## src/rtl/m_imem_loader_if.sv

```systemverilog
// Byte-stream in / imem write port out for the instruction-memory loader.
// The slave modport is the loader's view; the master modport is the host/byte-source view.
interface m_imem_loader_if #(
    parameter int ADDR_W = 6
);
    logic              w_clear;
    logic              w_rx_valid;
    logic [7:0]        w_rx_data;
    logic              w_rx_ready;
    logic              w_imem_we;
    logic [ADDR_W-1:0] w_imem_addr;
    logic [31:0]       w_imem_wdata;
    logic              w_cpu_run;
    logic              w_err;

    modport slave (
        input  w_clear,
        input  w_rx_valid,
        input  w_rx_data,
        output w_rx_ready,
        output w_imem_we,
        output w_imem_addr,
        output w_imem_wdata,
        output w_cpu_run,
        output w_err
    );

    modport master (
        output w_clear,
        output w_rx_valid,
        output w_rx_data,
        input  w_rx_ready,
        input  w_imem_we,
        input  w_imem_addr,
        input  w_imem_wdata,
        input  w_cpu_run,
        input  w_err
    );
endinterface

```

## src/rtl/m_imem_loader.sv

```systemverilog
// Assembles LEN/payload/XOR-checksum byte frames into LE words; imem strobe 1 cycle after a word's 4th byte.
// Backpressure: rx_ready is high only in LEN0/LEN1/DATA/CSUM with no clear/reset; DONE and ERR stall the source.
module m_imem_loader #(
    parameter int ADDR_W = 6,
    parameter int DEPTH  = 64
) (
    input  logic          w_clk,
    input  logic          w_rst_n,
    m_imem_loader_if.slave bus
);

    typedef enum logic [2:0] {
        S_LEN0 = 3'd0,
        S_LEN1 = 3'd1,
        S_DATA = 3'd2,
        S_CSUM = 3'd3,
        S_DONE = 3'd4,
        S_ERR  = 3'd5
    } state_t;

    localparam logic [15:0] DEPTH_W = 16'(DEPTH);

    state_t            state_q, state_d;
    logic [15:0]       len_q, len_d;
    logic [1:0]        byte_cnt_q, byte_cnt_d;
    logic [15:0]       word_idx_q, word_idx_d;
    logic [7:0]        csum_q, csum_d;
    logic [23:0]       shift_q, shift_d;
    logic              we_q, we_d;
    logic [ADDR_W-1:0] addr_q, addr_d;
    logic [31:0]       wdata_q, wdata_d;
    logic              run_q, run_d;
    logic              err_q, err_d;

    logic              rdy_state;
    logic              xfer;
    logic [15:0]       len_full;
    logic              last_word;

    assign rdy_state = (state_q == S_LEN0) || (state_q == S_LEN1) ||
                       (state_q == S_DATA) || (state_q == S_CSUM);
    assign bus.w_rx_ready = rdy_state & ~bus.w_clear & w_rst_n;
    assign xfer      = bus.w_rx_valid & bus.w_rx_ready;

    // Full 16-bit length as it will be once the hi byte lands this cycle.
    assign len_full  = {bus.w_rx_data, len_q[7:0]};
    assign last_word = (word_idx_q == (len_q - 16'd1));

    always_comb begin
        state_d    = state_q;
        len_d      = len_q;
        byte_cnt_d = byte_cnt_q;
        word_idx_d = word_idx_q;
        csum_d     = csum_q;
        shift_d    = shift_q;
        we_d       = 1'b0;
        addr_d     = addr_q;
        wdata_d    = wdata_q;
        run_d      = run_q;
        err_d      = err_q;

        if (bus.w_clear) begin
            state_d    = S_LEN0;
            len_d      = '0;
            byte_cnt_d = '0;
            word_idx_d = '0;
            csum_d     = '0;
            shift_d    = '0;
            run_d      = 1'b0;
            err_d      = 1'b0;
        end else if (xfer) begin
            unique case (state_q)
                S_LEN0: begin
                    len_d[7:0] = bus.w_rx_data;
                    state_d    = S_LEN1;
                end
                S_LEN1: begin
                    len_d = len_full;
                    if (len_full > DEPTH_W) begin
                        state_d = S_ERR;
                        err_d   = 1'b1;
                    end else if (len_full == 16'd0) begin
                        state_d = S_CSUM;
                    end else begin
                        state_d = S_DATA;
                    end
                end
                S_DATA: begin
                    csum_d = csum_q ^ bus.w_rx_data;
                    unique case (byte_cnt_q)
                        2'd0: shift_d[7:0]   = bus.w_rx_data;
                        2'd1: shift_d[15:8]  = bus.w_rx_data;
                        2'd2: shift_d[23:16] = bus.w_rx_data;
                        default: begin
                            we_d       = 1'b1;
                            addr_d     = word_idx_q[ADDR_W-1:0];
                            wdata_d    = {bus.w_rx_data, shift_q};
                            word_idx_d = word_idx_q + 16'd1;
                            if (last_word) begin
                                state_d = S_CSUM;
                            end
                        end
                    endcase
                    byte_cnt_d = byte_cnt_q + 2'd1;
                end
                S_CSUM: begin
                    if (bus.w_rx_data == csum_q) begin
                        state_d = S_DONE;
                        run_d   = 1'b1;
                    end else begin
                        state_d = S_ERR;
                        err_d   = 1'b1;
                    end
                end
                default: begin
                    state_d = state_q;
                end
            endcase
        end
    end

    // A strobe pending at reset is discarded along with the rest of the frame.
    always_ff @(posedge w_clk or negedge w_rst_n) begin
        if (!w_rst_n) begin
            state_q    <= S_LEN0;
            len_q      <= '0;
            byte_cnt_q <= '0;
            word_idx_q <= '0;
            csum_q     <= '0;
            shift_q    <= '0;
            we_q       <= 1'b0;
            addr_q     <= '0;
            wdata_q    <= '0;
            run_q      <= 1'b0;
            err_q      <= 1'b0;
        end else begin
            state_q    <= state_d;
            len_q      <= len_d;
            byte_cnt_q <= byte_cnt_d;
            word_idx_q <= word_idx_d;
            csum_q     <= csum_d;
            shift_q    <= shift_d;
            we_q       <= we_d;
            addr_q     <= addr_d;
            wdata_q    <= wdata_d;
            run_q      <= run_d;
            err_q      <= err_d;
        end
    end

    assign bus.w_imem_we    = we_q;
    assign bus.w_imem_addr  = addr_q;
    assign bus.w_imem_wdata = wdata_q;
    assign bus.w_cpu_run    = run_q;
    assign bus.w_err        = err_q;

endmodule

```

## src/flat_wrapper.sv

```systemverilog
// flat-port wrapper written by rule: the top's interface ports become plain ports
module m_imem_loader_flat 
#(
    parameter int ADDR_W = 6,
    parameter int DEPTH  = 64
)
  (w_clk, w_rst_n, bus_w_clear, bus_w_rx_valid, bus_w_rx_data, bus_w_rx_ready, bus_w_imem_we, bus_w_imem_addr, bus_w_imem_wdata, bus_w_cpu_run, bus_w_err);
  m_imem_loader_if #(.ADDR_W(ADDR_W)) bus_i ();
  input  logic w_clk;
  input  logic w_rst_n;
  input wire logic [$bits(bus_i.w_clear)-1:0] bus_w_clear;
  input wire logic [$bits(bus_i.w_rx_valid)-1:0] bus_w_rx_valid;
  input wire logic [$bits(bus_i.w_rx_data)-1:0] bus_w_rx_data;
  output wire logic [$bits(bus_i.w_rx_ready)-1:0] bus_w_rx_ready;
  output wire logic [$bits(bus_i.w_imem_we)-1:0] bus_w_imem_we;
  output wire logic [$bits(bus_i.w_imem_addr)-1:0] bus_w_imem_addr;
  output wire logic [$bits(bus_i.w_imem_wdata)-1:0] bus_w_imem_wdata;
  output wire logic [$bits(bus_i.w_cpu_run)-1:0] bus_w_cpu_run;
  output wire logic [$bits(bus_i.w_err)-1:0] bus_w_err;
  assign bus_i.w_clear = bus_w_clear;
  assign bus_i.w_rx_valid = bus_w_rx_valid;
  assign bus_i.w_rx_data = bus_w_rx_data;
  assign bus_w_rx_ready = bus_i.w_rx_ready;
  assign bus_w_imem_we = bus_i.w_imem_we;
  assign bus_w_imem_addr = bus_i.w_imem_addr;
  assign bus_w_imem_wdata = bus_i.w_imem_wdata;
  assign bus_w_cpu_run = bus_i.w_cpu_run;
  assign bus_w_err = bus_i.w_err;
  m_imem_loader #(.ADDR_W(ADDR_W), .DEPTH(DEPTH)) u_core (.w_clk(w_clk), .w_rst_n(w_rst_n), .bus(bus_i));
endmodule
```

## config.mk

```make
export PLATFORM = sky130hd
export DESIGN_NAME = m_imem_loader_flat
export DESIGN_NICKNAME = d
export VERILOG_FILES = /design/src/rtl/m_imem_loader_if.sv /design/src/rtl/m_imem_loader.sv /design/src/flat_wrapper.sv
export SDC_FILE = /design/constraint.sdc
export NUM_CORES = 1
export LEC_CHECK = 0
export CORE_MARGIN = 10
export CORE_UTILIZATION = 57
export DETAILED_ROUTE_END_ITERATION = 8
export PLACE_DENSITY = 0.77
export SETUP_SLACK_MARGIN = 0.3
export SLEW_MARGIN = 20
export SYNTH_ARGS = -nofsm -noshare
export SYNTH_HDL_FRONTEND = slang
export SYNTH_SLANG_ARGS = --single-unit
```

## constraint.sdc

```tcl
create_clock -name w_clk -period 2.65 [get_ports w_clk]
set_clock_uncertainty 0.2 [all_clocks]
set_input_delay 0.3975 -clock w_clk [delete_from_list [all_inputs] [get_ports w_clk]]
set_output_delay 0.3975 -clock w_clk [all_outputs]
set_load 0.03 [all_outputs]
```

# --- After elaboration in Yosys (flattened, before gate mapping) ---
# Cells that the tools add are included.
classes:
  add_sub_neg: 3
  magnitude_cmp: 1
  eq_ne: 12
  n_mux: 41
  bitwise: 6
  reduce_logical: 29
op_table:
  columns: ["op", "n"]
  rows:
  - ["$mux W16", 6]
  - ["$mux W24", 3]
  - ["$mux W8", 8]
  - ["$reduce_bool A2 Y1", 9]
  - ["$add A16 B1 Y16 const B", 1]
  - ["$eq A16 B16 Y1", 1]
  - ["$gt A16 B7 Y1 const B", 1]
  - ["$logic_not A16 Y1", 1]
  - ["$sub A16 B1 Y16 const B", 1]
  - ["$mux W3", 5]
  - ["$reduce_and A3 Y1", 5]
  - ["$mux W1", 14]
  - ["$pmux W3 S4", 1]
  - ["$reduce_and A4 Y1", 3]
  - ["$ne A3 B3 Y1 const B", 3]
  - ["$eq A8 B8 Y1", 1]
  - ["$xor A8 B8 Y8", 1]
  - ["$eq A3 B2 Y1 const B", 2]
  - ["$mux W2", 3]
  - ["$reduce_and A2 Y1", 3]
  - ["$reduce_bool A5 Y1", 1]
  - ["$and A1 B1 Y1", 3]
  - ["$eq A3 B1 Y1 const B", 1]
  - ["$logic_not A3 Y1", 1]
  - ["11 further kinds", 14]
totals:
  register_bits: 110
  input_bits: 12
  output_inout_bits: 42
  elab_cells: 106

# --- Longest topological paths before layout ---
depth:
  ltp_word: 9
  depth_mapped: 11
  mapped_depth_nobuf: 10

# --- Worst setup path before layout ---
# Ideal clock, no wire load.
synth_path:
  path_type: "flip-flop to flip-flop"
  startpoint: "register u_core.state_q[2]"
  endpoint: "register u_core.word_idx_q[15]"
  setup_time_ns: 0.078
  arrival_ns: 2.275
  required_time_ns: 2.372
  path_slack_ns: 0.097
  path_stages_with_launch: 11
  n_path_buf: 1
  synth_period_minus_slack_ns: 2.553
  cell_sequence: "dfrtp_1 nor3b_2 and3_1 buf_4 nand2_2 inv_2 nand2_2 nor2_4 nand3_1 or3_1 a21oi_1"
synth_via:
  elab_chain_cells: 9
  word_cells_on_any_way: 13
  cone_classes: "eq/ne: 3; bitwise: 3; reduce/logical: 7"
synth_rtl:
  columns: ["item", "line_no", "rtl"]
  rows:
  - ["start: declaration", "m_imem_loader.sv:23", "state_t state_q, state_d;"]
  - ["start signal: assignment", "m_imem_loader.sv:137", "state_q <= state_d;"]
  - ["$eq A3 B1 Y1 or $logic_not A3 Y1 (tied branches)", "m_imem_loader.sv:40", "assign rdy_state = (state_q == S_LEN0) || (state_q == S_LEN1) ||"]
  - ["$logic_or A1 B1 Y1 (2 in a row)", "m_imem_loader.sv:40", null]
  - ["$logic_or A1 B1 Y1 (*)", "m_imem_loader.sv:41", "(state_q == S_DATA) || (state_q == S_CSUM);"]
  - ["$and A1 B1 Y1 (*) (2 in a row)", "m_imem_loader.sv:42", "assign bus.w_rx_ready = rdy_state & ~bus.w_clear & w_rst_n;"]
  - ["via bus_w_rx_ready", "flat_wrapper.sv:14", "output wire logic [$bits(bus_i.w_rx_ready)-1:0] bus_w_rx_ready;"]
  - ["$and A1 B1 Y1 (*)", "m_imem_loader.sv:43", "assign xfer = bus.w_rx_valid & bus.w_rx_ready;"]
  - ["$reduce_bool A2 Y1 (no source line) (*)", null, null]
  - ["$reduce_and A3 Y1 (no source line) (*)", null, null]
  - ["end signal: assignment", "m_imem_loader.sv:140", "word_idx_q <= word_idx_d;"]
  - ["end: declaration", "m_imem_loader.sv:26", "logic [15:0] word_idx_q, word_idx_d;"]
# The timed path passes the listed nets; every way through them passes the cells marked *.
# A chain may end at the register's enable or synchronous reset.

# --- Final worst setup path ---
layout_path:
  startpoint: "register u_core.len_q[7]"
  endpoint: "register u_core.state_q[0]"
layout_via:
  elab_chain_cells: 6
  word_cells_on_any_way: 11
  cone_classes: "add/sub: 1; order compare: 1; eq/ne: 2; mux: 5; reduce/logical: 2"
layout_rtl:
  columns: ["item", "line_no", "rtl"]
  rows:
  - ["start: declaration", "m_imem_loader.sv:24", "logic [15:0] len_q, len_d;"]
  - ["start signal: assignment", "m_imem_loader.sv:138", "len_q <= len_d;"]
  - ["parallel branches: the longest is 6 deep, another holds $sub A16 B1 Y16", null, null]
# Several ways; the timed one is not identified. The select of a mux whose other input is x is not followed.

==> results.py <==
metrics = {
    "clock_tree": {
        "clockBufferDepth": 2,
        "clkTransAtPathRegs_ns": 0.12,
        "clk_latency_ns": 0.38,
        "cts.sinks": 110,
        "cts_root_buf": "clkbuf_8",
        "cts_tree": "built",
        "htreeDepth": 3,
        "numCtsBuffers": 9,
    },
    "worst_setup_path": {
        "reg2regPathDepth": 7,
        "reg2reg_to": "u_core.state_q[0]",
        "crit-reg2reg-launch": "u_core.len_q[7]",
        "r2r_setup_slack_ns": 0.03,
        "endpoint_kind": "register",
        "critPathMaxFanout": 4,
        "startpoint_type": "register",
        "critical_path_arrival_ns": 2.66,
        "worstSetupPathType": "reg2reg",
        "required_ns": 2.70,
    },
    "min_path": {
        "min_path_type": "in2async",
    },
    "cells_and_area": {
        "areaGrowthSynthToFinish_pct": 21.5,
        "n_fill_cell": 730,
        "drive_gt1_share_pct": 13.3,
        "seq_area_um2": 2760,
        "diodes": 0,
        "multi_input_area_um2": 2460,
        "fin_area_um2": 6410,
        "layout.nets": 669,
    },
    "global_route": {
        "grt_pass1_wl_um": 21500,
        "grt_pass1_vias": 4261,
        "grt_max_degree": 67,
        "grt_use_total_pct": 20.1,
        "gr-total-overflow": 0,
        "antenna_found_initial": 0,
    },
    "route": {
        "met3_length_um": 776,
        "top_layer": "met4",
        "wl_met2_um": 5920,
        "drt_wl_total_um": 12700,
        "drc_errors": 0,
        "firstDrtPassIters": 4,
        "vias": 4204,
        "drt_iter0_drc": 357,
        "vias_per_cell": 5.48,
        "ant_nets": 0,
        "wl_met1_um": 5890,
        "drt-wirelength-per-cell_um": 16.6,
    },
    "placed_design": {
        "place_area_um2": 6030,
        "port-buffer-count": 53,
        "gp_congestion": 0.935,
        "dp_hpwl_um": 8980,
    },
    "sta": {
        "timing.hold.ws_ns": 0.0236,
        "period_needed_ns": 2.62,
        "period_share_pct": 98.7,
        "setup_tns_ns": 0,
        "worst_slew_margin_rel_pct": 45.0,
        "tightest_slew_ns": 0.825,
        "rsz0062_at_grt": "true",
        "setup_violations": 0,
        "hold_viol_final": 0,
        "fmax_ghz": 0.382,
        "maxSlewViolCount": 0,
    },
    "power_and_ir_drop": {
        "power.clock.fraction_pct": 33.5,
        "p_switching_mw": 0.815,
        "pwr-share-seq_pct": 57.0,
        "irDropWorstVdd_mv": 0.283,
        "cellPowerDensity_nw_per_um2": 466,
        "switching_share_pct": 27.3,
        "comb_power_share_pct": 9.4,
        "p_int_mw": 2.17,
        "p_leak_nw": 3.13,
    },
    "die": {
        "die_x_um": 116,
        "die_area_um2": 13500,
        "core_area_um2": 9110,
        "io_pins": 54,
        "initial_core_util_pct": 57.9,
        "placementRows": 35,
        "fp.dieH_um": 116,
    },
    "status": {
        "status": "finished, final reports clean",
    },
    "yosys": {
        "ys.flop_type": "dfrtp_1",
        "netlist_area_um2": 5270,
        "synthArstFlopShare_pct": 100,
        "ys_ff_latch": 110,
        "ys_warn_count": 0,
        "seq_area_frac_synth_pct": 52.2,
        "syn_area_per_cell_um2": 9.04,
        "synth_nets": 601,
        "synth.distinct_cells": 50,
        "syn_inst": 583,
        "synth_edf_count": 0,
    },
    "job": {
        "drv_cap": 0,
    },
}
## how the worst max path moves through the flow
stage	end	startpoint
after global routing	u_core.state_q[0]	u_core.len_q[7]
after global placement	u_core.state_q[0]	bus_w_rx_valid
after detailed placement	u_core.state_q[0]	bus_w_rx_valid
after CTS	u_core.state_q[0]	u_core.len_q[10]
final	u_core.state_q[0]	u_core.len_q[7]
after floorplan	u_core.state_q[0]	u_core.len_q[3]
## synthesized netlist by cell type, drive strengths merged (2+ instances only)
| cell type | instances | area share (%) |
|---|---|---|
| nand3 | 34 | 3.2 |
| o21ai | 8 | 0.76 |
| nor3 | 4 | 0.57 |
| nand2 | 168 | 12 |
| or3 | 3 | 0.36 |
| ha | 6 | 1.4 |
| xnor2 | 21 | 3.5 |
| nor2 | 59 | 4.3 |
| nor2b | 2 | 0.24 |
| nand4 | 6 | 0.71 |
| a21oi | 32 | 3.0 |
| and3 | 6 | 0.71 |
| inv | 8 | 0.57 |
| dfrtp | 110 | 52 |
| and2 | 4 | 0.50 |
| a31oi | 2 | 0.24 |
| buf | 3 | 0.50 |
| xor2 | 30 | 5.0 |
| mux2i | 17 | 3.2 |
| nor4 | 7 | 1.2 |
| clkbuf | 32 | 2.3 |
| nand2b | 2 | 0.24 |
| nor3b | 2 | 0.38 |
## what timing repair did
item / 4_1_cts / 5_1_grt
pin swaps: 3 / 13
hold buffers: 1 / 0
buffers inserted: 4 / 6
setup endpoints to repair: 3 / 9
hold endpoints to repair: 44 / 0
gates resized for setup: 8 / 16
## routing by layer
layer	vias up	GRT usage, %
met5	-	0
met4	0	5.92
met3	8	6.52
met2	96	30.8
met1	2059	26.8
li1	2041	-
## cell type report
type / count / area share (%)
multi-input cells: 430 / 38.3
clock inverters: 7 / 1.21
inverters: 8 / 0.508
repair buffers: 92 / 12.8
clock buffers: 9 / 1.93
flip-flops and latches: 110 / 43.0
well taps: 111 / 2.17
## per-stage QoR
step | util, % | power [mW] | setup slack (ns) | std cells
floorplan | - | 1.89 | 0.301 | 583
global placement | 66.3 | 2.00 | -0.0237 | 740
detailed placement | 66.3 | 2.00 | -0.122 | 740
CTS | 69.2 | 3.02 | 0.0998 | 761
global route | 70.3 | 3.12 | -0.0925 | 767
finish | 70.3 | 2.99 | 0.0348 | 767
## cells by family (layout without fill, tap and decap cells)
family                   after synthesis  in the layout  synth area share [%]
flip-flops                           110            110                  52.2
AO/OA/AOI/OAI                         54             54                  5.96
multiplexers                          17             17                  3.23
XOR/XNOR                              51             51                  8.47
adder cells (fa/ha/maj)                6              6                  1.42
AND/OR/NAND/NOR                      302            302                  25.3
buffers and inverters                 43            116                  3.37
## flip-flops by register name, indices dropped and copies added, names as in the netlist
name	flops
u_core.state_q	3
u_core.bus.w_cpu_run	1
u_core.byte_cnt_q	2
u_core.bus.w_err	1
u_core.csum_q	8
u_core.bus.w_imem_we	1
u_core.word_idx_q	16
u_core.bus.w_imem_wdata	32
u_core.len_q	16
u_core.shift_q	24
u_core.bus.w_imem_addr	6
## placed cells by master, fill, tap and decap left out, drive strengths merged, types with 2 or more instances in the layout
cell type	netlist	routed
nand2	168	168
dfrtp	110	110
nor2	59	59
clkdlybuf4s50	0	50
buf	3	41
nand3	34	34
a21oi	32	32
xor2	30	30
xnor2	21	21
mux2i	17	17
inv	8	10
clkbuf	32	9
o21ai	8	8
nor4	7	7
nand4	6	6
ha	6	6
and3	6	6
clkinv	0	5
and2	4	4
nor3	4	4
or3	3	3
nor2b	2	2
nand2b	2	2
a31oi	2	2
nor3b	2	2
## power by group through the flow
stage                     clock, mW  sequential, mW  combinational (mW)
after global placement            0            1.74               0.264
after global routing           1.11            1.71               0.310
after CTS                      1.04            1.70               0.275
final                          1.00            1.70               0.282
after floorplan                   0            1.73               0.154
after detailed placement          0            1.74               0.267
## worst max-delay path, cell delays in order (launching register included)
cell and delay, ns:
dfrtp_1 0.43, nor4_4 0.43, nand2b_1 0.16, a2111o_1 0.40, nor4_2 0.28, nand4_1 0.22
a221oi_2 0.32, a211oi_2 0.05
(Power assumes the default switching activity.)
